--- config.mk ---
export PLATFORM = sky130hd
export DESIGN_NAME = fractal_pixel_scheduler_flat
export DESIGN_NICKNAME = d
export VERILOG_FILES = /design/src/rtl/fractal_pkg.sv /design/src/rtl/fractal_pixel_scheduler_if.sv /design/src/rtl/raster_counter.sv /design/src/rtl/fractal_pixel_scheduler.sv /design/src/flat_wrapper.sv
export SDC_FILE = /design/constraint.sdc
export NUM_CORES = 1
export LEC_CHECK = 0
export CORE_MARGIN = 2
export CORE_UTILIZATION = 40
export DETAILED_ROUTE_END_ITERATION = 8
export PLACE_DENSITY = 0.75
export SLEW_MARGIN = 20
export SYNTH_ARGS = -nofsm -noshare
export SYNTH_HDL_FRONTEND = slang
export SYNTH_HIERARCHICAL = 1
export SYNTH_SLANG_ARGS = --single-unit
--- constraint.sdc ---
create_clock -name out_stream_aclk -period 3.75 [get_ports out_stream_aclk]
set_input_delay 0.75 -clock out_stream_aclk [delete_from_list [all_inputs] [get_ports out_stream_aclk]]
set_output_delay 0.75 -clock out_stream_aclk [all_outputs]
set_load 0.1 [all_outputs]
--- src/rtl/fractal_pkg.sv ---
// Shared definitions for the fractal pixel scheduler: scheduler states,
// default bus widths and the constants used when stepping through a raster.
package fractal_pkg;

   // Default coordinate and result widths
   localparam int unsigned DEF_X_W    = 10;
   localparam int unsigned DEF_Y_W    = 9;
   localparam int unsigned DEF_ITER_W = 8;

   // Raster-advance constants: where a line/frame restarts and the step size
   localparam int unsigned RASTER_ORIGIN = 0;
   localparam int unsigned RASTER_STEP   = 1;

   // Frame sequencing states
   typedef enum logic [1:0] {
      ST_IDLE  = 2'd0,
      ST_RUN   = 2'd1,
      ST_DRAIN = 2'd2
   } sched_state_e;

endpackage

--- src/rtl/fractal_pixel_scheduler_if.sv ---
// Pixel stream between the scheduler (master) and the stream packer (slave).
interface fractal_pixel_scheduler_if
   import fractal_pkg::*;
#(
   parameter int unsigned ITER_W = DEF_ITER_W
);

   logic              pix_valid;
   logic              pix_ready;
   logic [ITER_W-1:0] pix_iter;
   logic              pix_sof;
   logic              pix_eol;

   modport master (
      output pix_valid,
      output pix_iter,
      output pix_sof,
      output pix_eol,
      input  pix_ready
   );

   modport slave (
      input  pix_valid,
      input  pix_iter,
      input  pix_sof,
      input  pix_eol,
      output pix_ready
   );

endinterface

--- src/rtl/raster_counter.sv ---
// Raster x/y walker: x runs 0..xs-1, wrapping into the next line, and the
// whole frame wraps back to the origin after (xs-1, ys-1).
module raster_counter
   import fractal_pkg::*;
#(
   parameter int unsigned X_W = DEF_X_W,
   parameter int unsigned Y_W = DEF_Y_W
) (
   input  logic           clk,
   input  logic           rst_n,
   input  logic           clr,
   input  logic           adv,
   input  logic [X_W-1:0] xs,
   input  logic [Y_W-1:0] ys,
   output logic [X_W-1:0] x,
   output logic [Y_W-1:0] y,
   output logic           last_x,
   output logic           last_frame
);

   logic [X_W-1:0] x_r;
   logic [Y_W-1:0] y_r;
   logic           last_x_s;
   logic           last_y_s;

   // End-of-line / end-of-frame decode against the latched frame size
   always_comb begin
      last_x_s = (x_r == (xs - X_W'(RASTER_STEP)));
      last_y_s = (y_r == (ys - Y_W'(RASTER_STEP)));
   end

   // Coordinate registers: restart on clr, step on adv
   always_ff @(posedge clk or negedge rst_n) begin
      if (!rst_n) begin
         x_r <= X_W'(RASTER_ORIGIN);
         y_r <= Y_W'(RASTER_ORIGIN);
      end else if (clr) begin
         x_r <= X_W'(RASTER_ORIGIN);
         y_r <= Y_W'(RASTER_ORIGIN);
      end else if (adv) begin
         if (last_x_s) begin
            x_r <= X_W'(RASTER_ORIGIN);
            if (last_y_s) begin
               y_r <= Y_W'(RASTER_ORIGIN);
            end else begin
               y_r <= y_r + Y_W'(RASTER_STEP);
            end
         end else begin
            x_r <= x_r + X_W'(RASTER_STEP);
         end
      end else begin
         x_r <= x_r;
         y_r <= y_r;
      end
   end

   assign x          = x_r;
   assign y          = y_r;
   assign last_x     = last_x_s;
   assign last_frame = last_x_s && last_y_s;

endmodule

--- src/rtl/fractal_pixel_scheduler.sv ---
// Frame sequencer for N_ENG iteration engines. Coordinates are issued
// round-robin, results are retired in the same round-robin order, so pixels
// leave in raster order regardless of engine completion order. A per-engine
// credit bit limits each engine to one outstanding request.
module fractal_pixel_scheduler
   import fractal_pkg::*;
#(
   parameter int unsigned N_ENG  = 4,
   parameter int unsigned X_W    = DEF_X_W,
   parameter int unsigned Y_W    = DEF_Y_W,
   parameter int unsigned ITER_W = DEF_ITER_W
) (
   input  logic                    out_stream_aclk,
   input  logic                    periph_resetn,
   input  logic [X_W-1:0]          cfg_x_size,
   input  logic [Y_W-1:0]          cfg_y_size,
   input  logic                    cfg_start,
   output logic                    busy,
   output logic                    frame_done,
   output logic [N_ENG-1:0]        eng_req_valid,
   input  logic [N_ENG-1:0]        eng_req_ready,
   output logic [X_W-1:0]          eng_req_x,
   output logic [Y_W-1:0]          eng_req_y,
   input  logic [N_ENG-1:0]        eng_res_valid,
   input  logic [N_ENG*ITER_W-1:0] eng_res_iter,
   output logic [N_ENG-1:0]        eng_res_ready,
   fractal_pixel_scheduler_if.master pix
);

   localparam int unsigned PTR_W = (N_ENG > 1) ? $clog2(N_ENG) : 1;
   localparam logic [N_ENG-1:0] ENG_ONE = {{(N_ENG-1){1'b0}}, 1'b1};

   sched_state_e      state_r;
   logic [X_W-1:0]    xs_r;
   logic [Y_W-1:0]    ys_r;
   logic              busy_r;
   logic              frame_done_r;
   logic [N_ENG-1:0]  credit_r;
   logic [PTR_W-1:0]  iss_ptr_r;
   logic [PTR_W-1:0]  ret_ptr_r;
   logic              pix_valid_r;
   logic [ITER_W-1:0] pix_iter_r;
   logic              pix_sof_r;
   logic              pix_eol_r;
   logic              last_pix_r;

   logic              start_s;
   logic              start_zero_s;
   logic              issue_fire_s;
   logic              ret_ready_s;
   logic              ret_fire_s;
   logic              out_hs_s;
   logic [N_ENG-1:0]  iss_sel_s;
   logic [N_ENG-1:0]  ret_sel_s;
   logic [N_ENG-1:0]  credit_nxt_s;
   logic [ITER_W-1:0] ret_iter_s;
   logic              iss_done_s;

   logic [X_W-1:0]    iss_x_s;
   logic [Y_W-1:0]    iss_y_s;
   logic              iss_last_x_s;
   logic              iss_last_frame_s;
   logic [X_W-1:0]    ret_x_s;
   logic [Y_W-1:0]    ret_y_s;
   logic              ret_last_x_s;
   logic              ret_last_frame_s;

   // Issue-side raster walker
   raster_counter #(.X_W(X_W), .Y_W(Y_W)) u_iss_cnt (
      .clk        (out_stream_aclk),
      .rst_n      (periph_resetn),
      .clr        (start_s),
      .adv        (issue_fire_s),
      .xs         (xs_r),
      .ys         (ys_r),
      .x          (iss_x_s),
      .y          (iss_y_s),
      .last_x     (iss_last_x_s),
      .last_frame (iss_last_frame_s)
   );

   // Retire-side raster walker, tracks the coordinate of the next output pixel
   raster_counter #(.X_W(X_W), .Y_W(Y_W)) u_ret_cnt (
      .clk        (out_stream_aclk),
      .rst_n      (periph_resetn),
      .clr        (start_s),
      .adv        (ret_fire_s),
      .xs         (xs_r),
      .ys         (ys_r),
      .x          (ret_x_s),
      .y          (ret_y_s),
      .last_x     (ret_last_x_s),
      .last_frame (ret_last_frame_s)
   );

   // Handshake decode: issue/retire strobes, credit update and result select
   always_comb begin
      start_s      = (state_r == ST_IDLE) && cfg_start;
      start_zero_s = (cfg_x_size == {X_W{1'b0}}) || (cfg_y_size == {Y_W{1'b0}});
      iss_sel_s    = ENG_ONE << iss_ptr_r;
      ret_sel_s    = ENG_ONE << ret_ptr_r;
      iss_done_s   = iss_last_x_s && iss_last_frame_s;
      out_hs_s     = pix_valid_r && pix.pix_ready;
      ret_iter_s   = eng_res_iter[ret_ptr_r*ITER_W +: ITER_W];

      if (state_r == ST_RUN) begin
         issue_fire_s = eng_req_ready[iss_ptr_r] && !credit_r[iss_ptr_r];
      end else begin
         issue_fire_s = 1'b0;
      end

      // A stalled output register blocks all retirement
      if (credit_r[ret_ptr_r] && (!pix_valid_r || pix.pix_ready)) begin
         ret_ready_s = 1'b1;
      end else begin
         ret_ready_s = 1'b0;
      end
      ret_fire_s = ret_ready_s && eng_res_valid[ret_ptr_r];

      credit_nxt_s = credit_r;
      if (ret_fire_s) begin
         credit_nxt_s = credit_nxt_s & ~ret_sel_s;
      end else begin
         credit_nxt_s = credit_nxt_s;
      end
      if (issue_fire_s) begin
         credit_nxt_s = credit_nxt_s | iss_sel_s;
      end else begin
         credit_nxt_s = credit_nxt_s;
      end

      eng_req_valid = issue_fire_s ? iss_sel_s : {N_ENG{1'b0}};
      eng_res_ready = ret_ready_s  ? ret_sel_s : {N_ENG{1'b0}};
   end

   // Frame sequencer: start acceptance, RUN->DRAIN on last issue, done on last output
   always_ff @(posedge out_stream_aclk or negedge periph_resetn) begin
      if (!periph_resetn) begin
         state_r      <= ST_IDLE;
         xs_r         <= {X_W{1'b0}};
         ys_r         <= {Y_W{1'b0}};
         busy_r       <= 1'b0;
         frame_done_r <= 1'b0;
      end else begin
         frame_done_r <= 1'b0;
         case (state_r)
            ST_IDLE: begin
               if (cfg_start) begin
                  xs_r <= cfg_x_size;
                  ys_r <= cfg_y_size;
                  if (start_zero_s) begin
                     frame_done_r <= 1'b1;
                  end else begin
                     state_r <= ST_RUN;
                     busy_r  <= 1'b1;
                  end
               end else begin
                  state_r <= ST_IDLE;
               end
            end
            ST_RUN: begin
               if (issue_fire_s && iss_done_s) begin
                  state_r <= ST_DRAIN;
               end else begin
                  state_r <= ST_RUN;
               end
            end
            ST_DRAIN: begin
               if (out_hs_s && last_pix_r) begin
                  frame_done_r <= 1'b1;
                  busy_r       <= 1'b0;
                  state_r      <= ST_IDLE;
               end else begin
                  state_r <= ST_DRAIN;
               end
            end
            default: begin
               state_r <= ST_IDLE;
               busy_r  <= 1'b0;
            end
         endcase
      end
   end

   // Round-robin pointers and per-engine outstanding-request credits
   always_ff @(posedge out_stream_aclk or negedge periph_resetn) begin
      if (!periph_resetn) begin
         credit_r  <= {N_ENG{1'b0}};
         iss_ptr_r <= {PTR_W{1'b0}};
         ret_ptr_r <= {PTR_W{1'b0}};
      end else if (start_s) begin
         credit_r  <= {N_ENG{1'b0}};
         iss_ptr_r <= {PTR_W{1'b0}};
         ret_ptr_r <= {PTR_W{1'b0}};
      end else begin
         credit_r <= credit_nxt_s;
         if (issue_fire_s) begin
            iss_ptr_r <= iss_ptr_r + PTR_W'(1);
         end else begin
            iss_ptr_r <= iss_ptr_r;
         end
         if (ret_fire_s) begin
            ret_ptr_r <= ret_ptr_r + PTR_W'(1);
         end else begin
            ret_ptr_r <= ret_ptr_r;
         end
      end
   end

   // Output pixel register: loads on retire, empties on downstream accept
   always_ff @(posedge out_stream_aclk or negedge periph_resetn) begin
      if (!periph_resetn) begin
         pix_valid_r <= 1'b0;
         pix_iter_r  <= {ITER_W{1'b0}};
         pix_sof_r   <= 1'b0;
         pix_eol_r   <= 1'b0;
         last_pix_r  <= 1'b0;
      end else if (ret_fire_s) begin
         pix_valid_r <= 1'b1;
         pix_iter_r  <= ret_iter_s;
         pix_sof_r   <= (ret_x_s == {X_W{1'b0}}) && (ret_y_s == {Y_W{1'b0}});
         pix_eol_r   <= ret_last_x_s;
         last_pix_r  <= ret_last_frame_s;
      end else if (out_hs_s) begin
         pix_valid_r <= 1'b0;
      end else begin
         pix_valid_r <= pix_valid_r;
      end
   end

   assign busy          = busy_r;
   assign frame_done    = frame_done_r;
   assign eng_req_x     = iss_x_s;
   assign eng_req_y     = iss_y_s;
   assign pix.pix_valid = pix_valid_r;
   assign pix.pix_iter  = pix_iter_r;
   assign pix.pix_sof   = pix_sof_r;
   assign pix.pix_eol   = pix_eol_r;

endmodule

--- src/flat_wrapper.sv ---
// flat-port wrapper written by rule: the top's interface ports become plain ports
module fractal_pixel_scheduler_flat import fractal_pkg::*;
#(
   parameter int unsigned N_ENG  = 4,
   parameter int unsigned X_W    = DEF_X_W,
   parameter int unsigned Y_W    = DEF_Y_W,
   parameter int unsigned ITER_W = DEF_ITER_W
)
  (out_stream_aclk, periph_resetn, cfg_x_size, cfg_y_size, cfg_start, busy, frame_done, eng_req_valid, eng_req_ready, eng_req_x, eng_req_y, eng_res_valid, eng_res_iter, eng_res_ready, pix_pix_valid, pix_pix_iter, pix_pix_sof, pix_pix_eol, pix_pix_ready);
  fractal_pixel_scheduler_if #(.ITER_W(ITER_W)) pix_i ();
  input  logic out_stream_aclk;
  input  logic periph_resetn;
  input  logic [X_W-1:0] cfg_x_size;
  input  logic [Y_W-1:0] cfg_y_size;
  input  logic cfg_start;
  output logic busy;
  output logic frame_done;
  output logic [N_ENG-1:0] eng_req_valid;
  input  logic [N_ENG-1:0] eng_req_ready;
  output logic [X_W-1:0] eng_req_x;
  output logic [Y_W-1:0] eng_req_y;
  input  logic [N_ENG-1:0] eng_res_valid;
  input  logic [N_ENG*ITER_W-1:0] eng_res_iter;
  output logic [N_ENG-1:0] eng_res_ready;
  output wire logic [$bits(pix_i.pix_valid)-1:0] pix_pix_valid;
  output wire logic [$bits(pix_i.pix_iter)-1:0] pix_pix_iter;
  output wire logic [$bits(pix_i.pix_sof)-1:0] pix_pix_sof;
  output wire logic [$bits(pix_i.pix_eol)-1:0] pix_pix_eol;
  input wire logic [$bits(pix_i.pix_ready)-1:0] pix_pix_ready;
  assign pix_pix_valid = pix_i.pix_valid;
  assign pix_pix_iter = pix_i.pix_iter;
  assign pix_pix_sof = pix_i.pix_sof;
  assign pix_pix_eol = pix_i.pix_eol;
  assign pix_i.pix_ready = pix_pix_ready;
  fractal_pixel_scheduler #(.N_ENG(N_ENG), .X_W(X_W), .Y_W(Y_W), .ITER_W(ITER_W)) u_core (.out_stream_aclk(out_stream_aclk), .periph_resetn(periph_resetn), .cfg_x_size(cfg_x_size), .cfg_y_size(cfg_y_size), .cfg_start(cfg_start), .busy(busy), .frame_done(frame_done), .eng_req_valid(eng_req_valid), .eng_req_ready(eng_req_ready), .eng_req_x(eng_req_x), .eng_req_y(eng_req_y), .eng_res_valid(eng_res_valid), .eng_res_iter(eng_res_iter), .eng_res_ready(eng_res_ready), .pix(pix_i));
endmodule
==> impl_metrics.yaml <==
synth:
  synth_flop_cell: "dfrtp_1"
  synth_edf_count: 0
  synth_area_leaders: "dfrtp_1 37%, nand2_1 6.8%, xnor2_1 4.3%"
  synth_top_area_share_pct: 36.6
  postSynth.asyncResetShare_pct: 100
  yosys.area.top_type: "dfrtp_1"
  synth-seq-cells: 81
  yosys_warnings: 6
  synthesis.area_um2: 5540
  synth_xor_area_share_pct: 8.37
  yosysSeqAreaShare_pct: 36.6
  avgSynthCellArea_um2: 9.22
  synth_fa_ha_area_share_pct: 3.97
  muxShareOfSynthArea_pct: 6.30
  ys_types: 58
  syn_inst: 601
  synth_compound_area_share_pct: 14.7
  synth_top_family_by_area: "simple AND/OR/NAND/NOR gates"
  synth_nets: 680
  synth-simple-area-share_pct: 25.9
routing:
  vias: 5097
  drt_pre_antenna_iters: 5
  wl_um: 14700
  initialDrtViolationCount: 435
  vias_per_cell: 5.77
  ant_nets: 0
  avgRoutedWirePerCell_um: 16.6
  route.detailed.drc: 0
floorplanning:
  ios: 103
  start_util_pct: 40.4
  die_area_um2: 14800
  core-area_um2: 13700
  die_y_um: 122
  fp.dieW_um: 122
  rows: 43
setup_path:
  timing.rr.start: "u_core/ys_r[0]"
  reg2reg_depth: 9
  critical_path_required_ns: 3.97
  path_class: "reg -> reg"
  endpoint: "u_core/u_ret_cnt/y[5]"
  start_kind: "flop"
  crit_start: "u_core/ys_r[0]"
  critical-path-max-stage-delay_ns: 0.57
  slowest_stage: "o31ai_2"
  reg2reg_to: "u_core/u_ret_cnt/y[5]"
  crit_arrival_ns: 3.45
  crit_cells: 9
  worst_path_dominant_cell_family: "simple AND/OR/NAND/NOR gates"
  cp_cell_sequence: "inv_1, ha_1, nor3b_1, nand2_1, nor4b_1, and4bb_2, o31ai_2, or3_1, o2bb2ai_1"
  critical_path_buf_inv_count: 1
  reg2reg_slack_ns: 0.52
  end_kind: "flop"
  cp_max_fo: 9
global_route:
  grt_pass1_wl_um: 24100
  track_usage_pct: 20.6
  antenna_found_initial: 0
  grt_overflow_total: 0
  grt_start_max_net_pins: 82
  grt_pass1_vias: 5080
clock_tree:
  clock_latency_ns: 0.35
  clk_path_buf_depth: 2
  cts_setup_buffers: 0
  ctsHoldBuffers: 0
  clock_sinks: 81
  cts_inserted_buffers: 9
  cts_tree: "built"
  htree_levels: 3
  path_clk_slew_ns: 0.06
  cts-root-buf: "clkbuf_16"
  cts-resized-gates: 0
placement:
  dpl_cell_area_um2: 6770
  dpl.cell_count: 868
  post-place-ws_ns: 0.440
  hpwl_um: 10800
  gp_congestion: 0.863
  portBuffers: 102
sta:
  relSlewSlack_pct: 33.2
  tightest_slew_ns: 0.998
  hold_ws_ns: 0.418
  post-route-period-util_pct: 86.0
  tns_ns: 0
  skew_ns: 0.0111
  drv_slew: 0
  final-hold-violation-count: 0
  finalSetupViolCount: 0
  grt_setup_unrepaired: "no"
  period_minus_slack_ns: 3.23
  setup_ws_ns: 0.524
  fmax_ghz: 0.310
finish:
  antennaDiodeCount: 0
  drive_gt1_share_pct: 10.2
  area_growth_pct: 27.9
  final_cell_count_no_fill: 884
  finalInstanceArea_um2: 7090
  n_fill_cell: 1235
  final_nets: 778
power:
  p_clk_share_pct: 18.6
  switchingPower_w: 0.00249
  p_sw_share_pct: 48.1
  powerDensity_nw_per_um2: 730
  p_leak_nw: 2.98
  combPwrFrac_pct: 53.2
  power.share.sequential_pct: 28.3
  irDropWorstVdd_mv: 0.609
  intPower_w: 0.00268
status:
  outcome: "complete, no violations"
min_path:
  worstHoldPathType: "in -> async"
flow_run:
  maxCapViolCount: 0
[power groups by stage]
| stage | Sequential, W | Clock [W] | Combinational, W |
|---|---|---|---|
| finish | 0.00146 | 0.000959 | 0.00275 |
| floorplan | 0.00198 | 0 | 0.00152 |
| global route | 0.00151 | 0.00102 | 0.00294 |
| detailed placement | 0.00147 | 0 | 0.00274 |
| global placement | 0.00144 | 0 | 0.00266 |
| CTS | 0.00145 | 0.000979 | 0.00275 |
[routing by layer]
metal / up-vias / track usage (%) / part of all wire, %
li1: 2359 / - / -
met1: 2479 / 24.8 / 40
met2: 218 / 34.4 / 49
met3: 41 / 5.24 / 7.9
met4: 0 / 10.2 / 3.2
met5: - / 0 / 0
[registers in the layout, indices dropped and copies added (netlist names), 2 cells and up]
signal / flops
u_core/ret_ptr_r: 2
u_core/u_iss_cnt/y: 9
u_core/xs_r: 10
u_core/u_ret_cnt/x: 10
u_core/state_r: 2
u_core/iss_ptr_r: 2
u_core/credit_r: 4
u_core/u_ret_cnt/y: 9
u_core/pix.pix_iter: 8
u_core/u_iss_cnt/x: 10
u_core/ys_r: 9
[through the flow]
step / utilization [%] / total power [W]
after global routing: 51.7 / 0.00547
after global placement: 49.3 / 0.00411
final: 51.7 / 0.00517
after floorplan: - / 0.00349
after CTS: 51.6 / 0.00518
after detailed placement: 49.3 / 0.00420
[cells by family (layout without fill, tap and decap cells)]
logic type | Yosys count | after routing
AND/OR/NAND/NOR | 273 | 273
buffers and inverters | 54 | 157
XOR/XNOR | 53 | 53
flip-flops | 81 | 81
adder cells (fa/ha/maj) | 18 | 18
multiplexers | 21 | 21
AO/OA/AOI/OAI | 101 | 101
[worst min path at each step]
| stage | start | endpoint |
|---|---|---|
| 2_1_floorplan | u_core/state_r[0] | u_core/frame_done |
| 3_3_place_gp | u_core/pix.pix_eol | u_core/pix.pix_eol |
| 3_5_place_dp | u_core/pix.pix_eol | u_core/pix.pix_eol |
| 4_1_cts | u_core/pix.pix_eol | u_core/pix.pix_eol |
| 5_1_grt | periph_resetn | u_core/xs_r[1] |
| 6_report | periph_resetn | u_core/xs_r[1] |
[synth_stat cells, drive strengths merged (13+ instances only)]
library cell / n
nand2: 102
dfrtp: 81
inv: 31
nor2: 30
xnor2: 27
xor2: 26
and3: 22
nand3: 21
o21ai: 18
clkbuf: 17
nor4: 17
a21oi: 16
ha: 16
or3: 13
[layout by cell type, fill, tap and decap left out, types with 15 or more instances in the layout]
cell type / count
a21oi_1: 16
and3_1: 22
clkdlybuf4s50_1: 93
dfrtp_1: 81
ha_1: 16
inv_1: 30
nand2_1: 100
nand3_1: 20
nor2_1: 30
nor4_1: 15
o21ai_0: 16
xnor2_1: 27
xor2_1: 26
[worst register-to-register path, cell delays in order (launching register included)]
cell       delay, ns
dfrtp_1         0.49
inv_1           0.10
ha_1            0.23
nor3b_1         0.46
nand2_1         0.11
nor4b_1         0.28
and4bb_2        0.30
o31ai_2         0.57
or3_1           0.44
o2bb2ai_1       0.12
[cell type report]
class                   count  area, µm²  share of cell area (%)
repair buffers            110       1110                    15.7
inverters                  31        119                    1.68
clock buffers              10        229                    3.23
clock inverters             6       90.1                    1.27
well taps                 180        225                    3.18
flip-flops and latches     81       2030                    28.6
multi-input cells         466       3290                    46.4
Note: power is estimated with default switching activity, not from simulation.
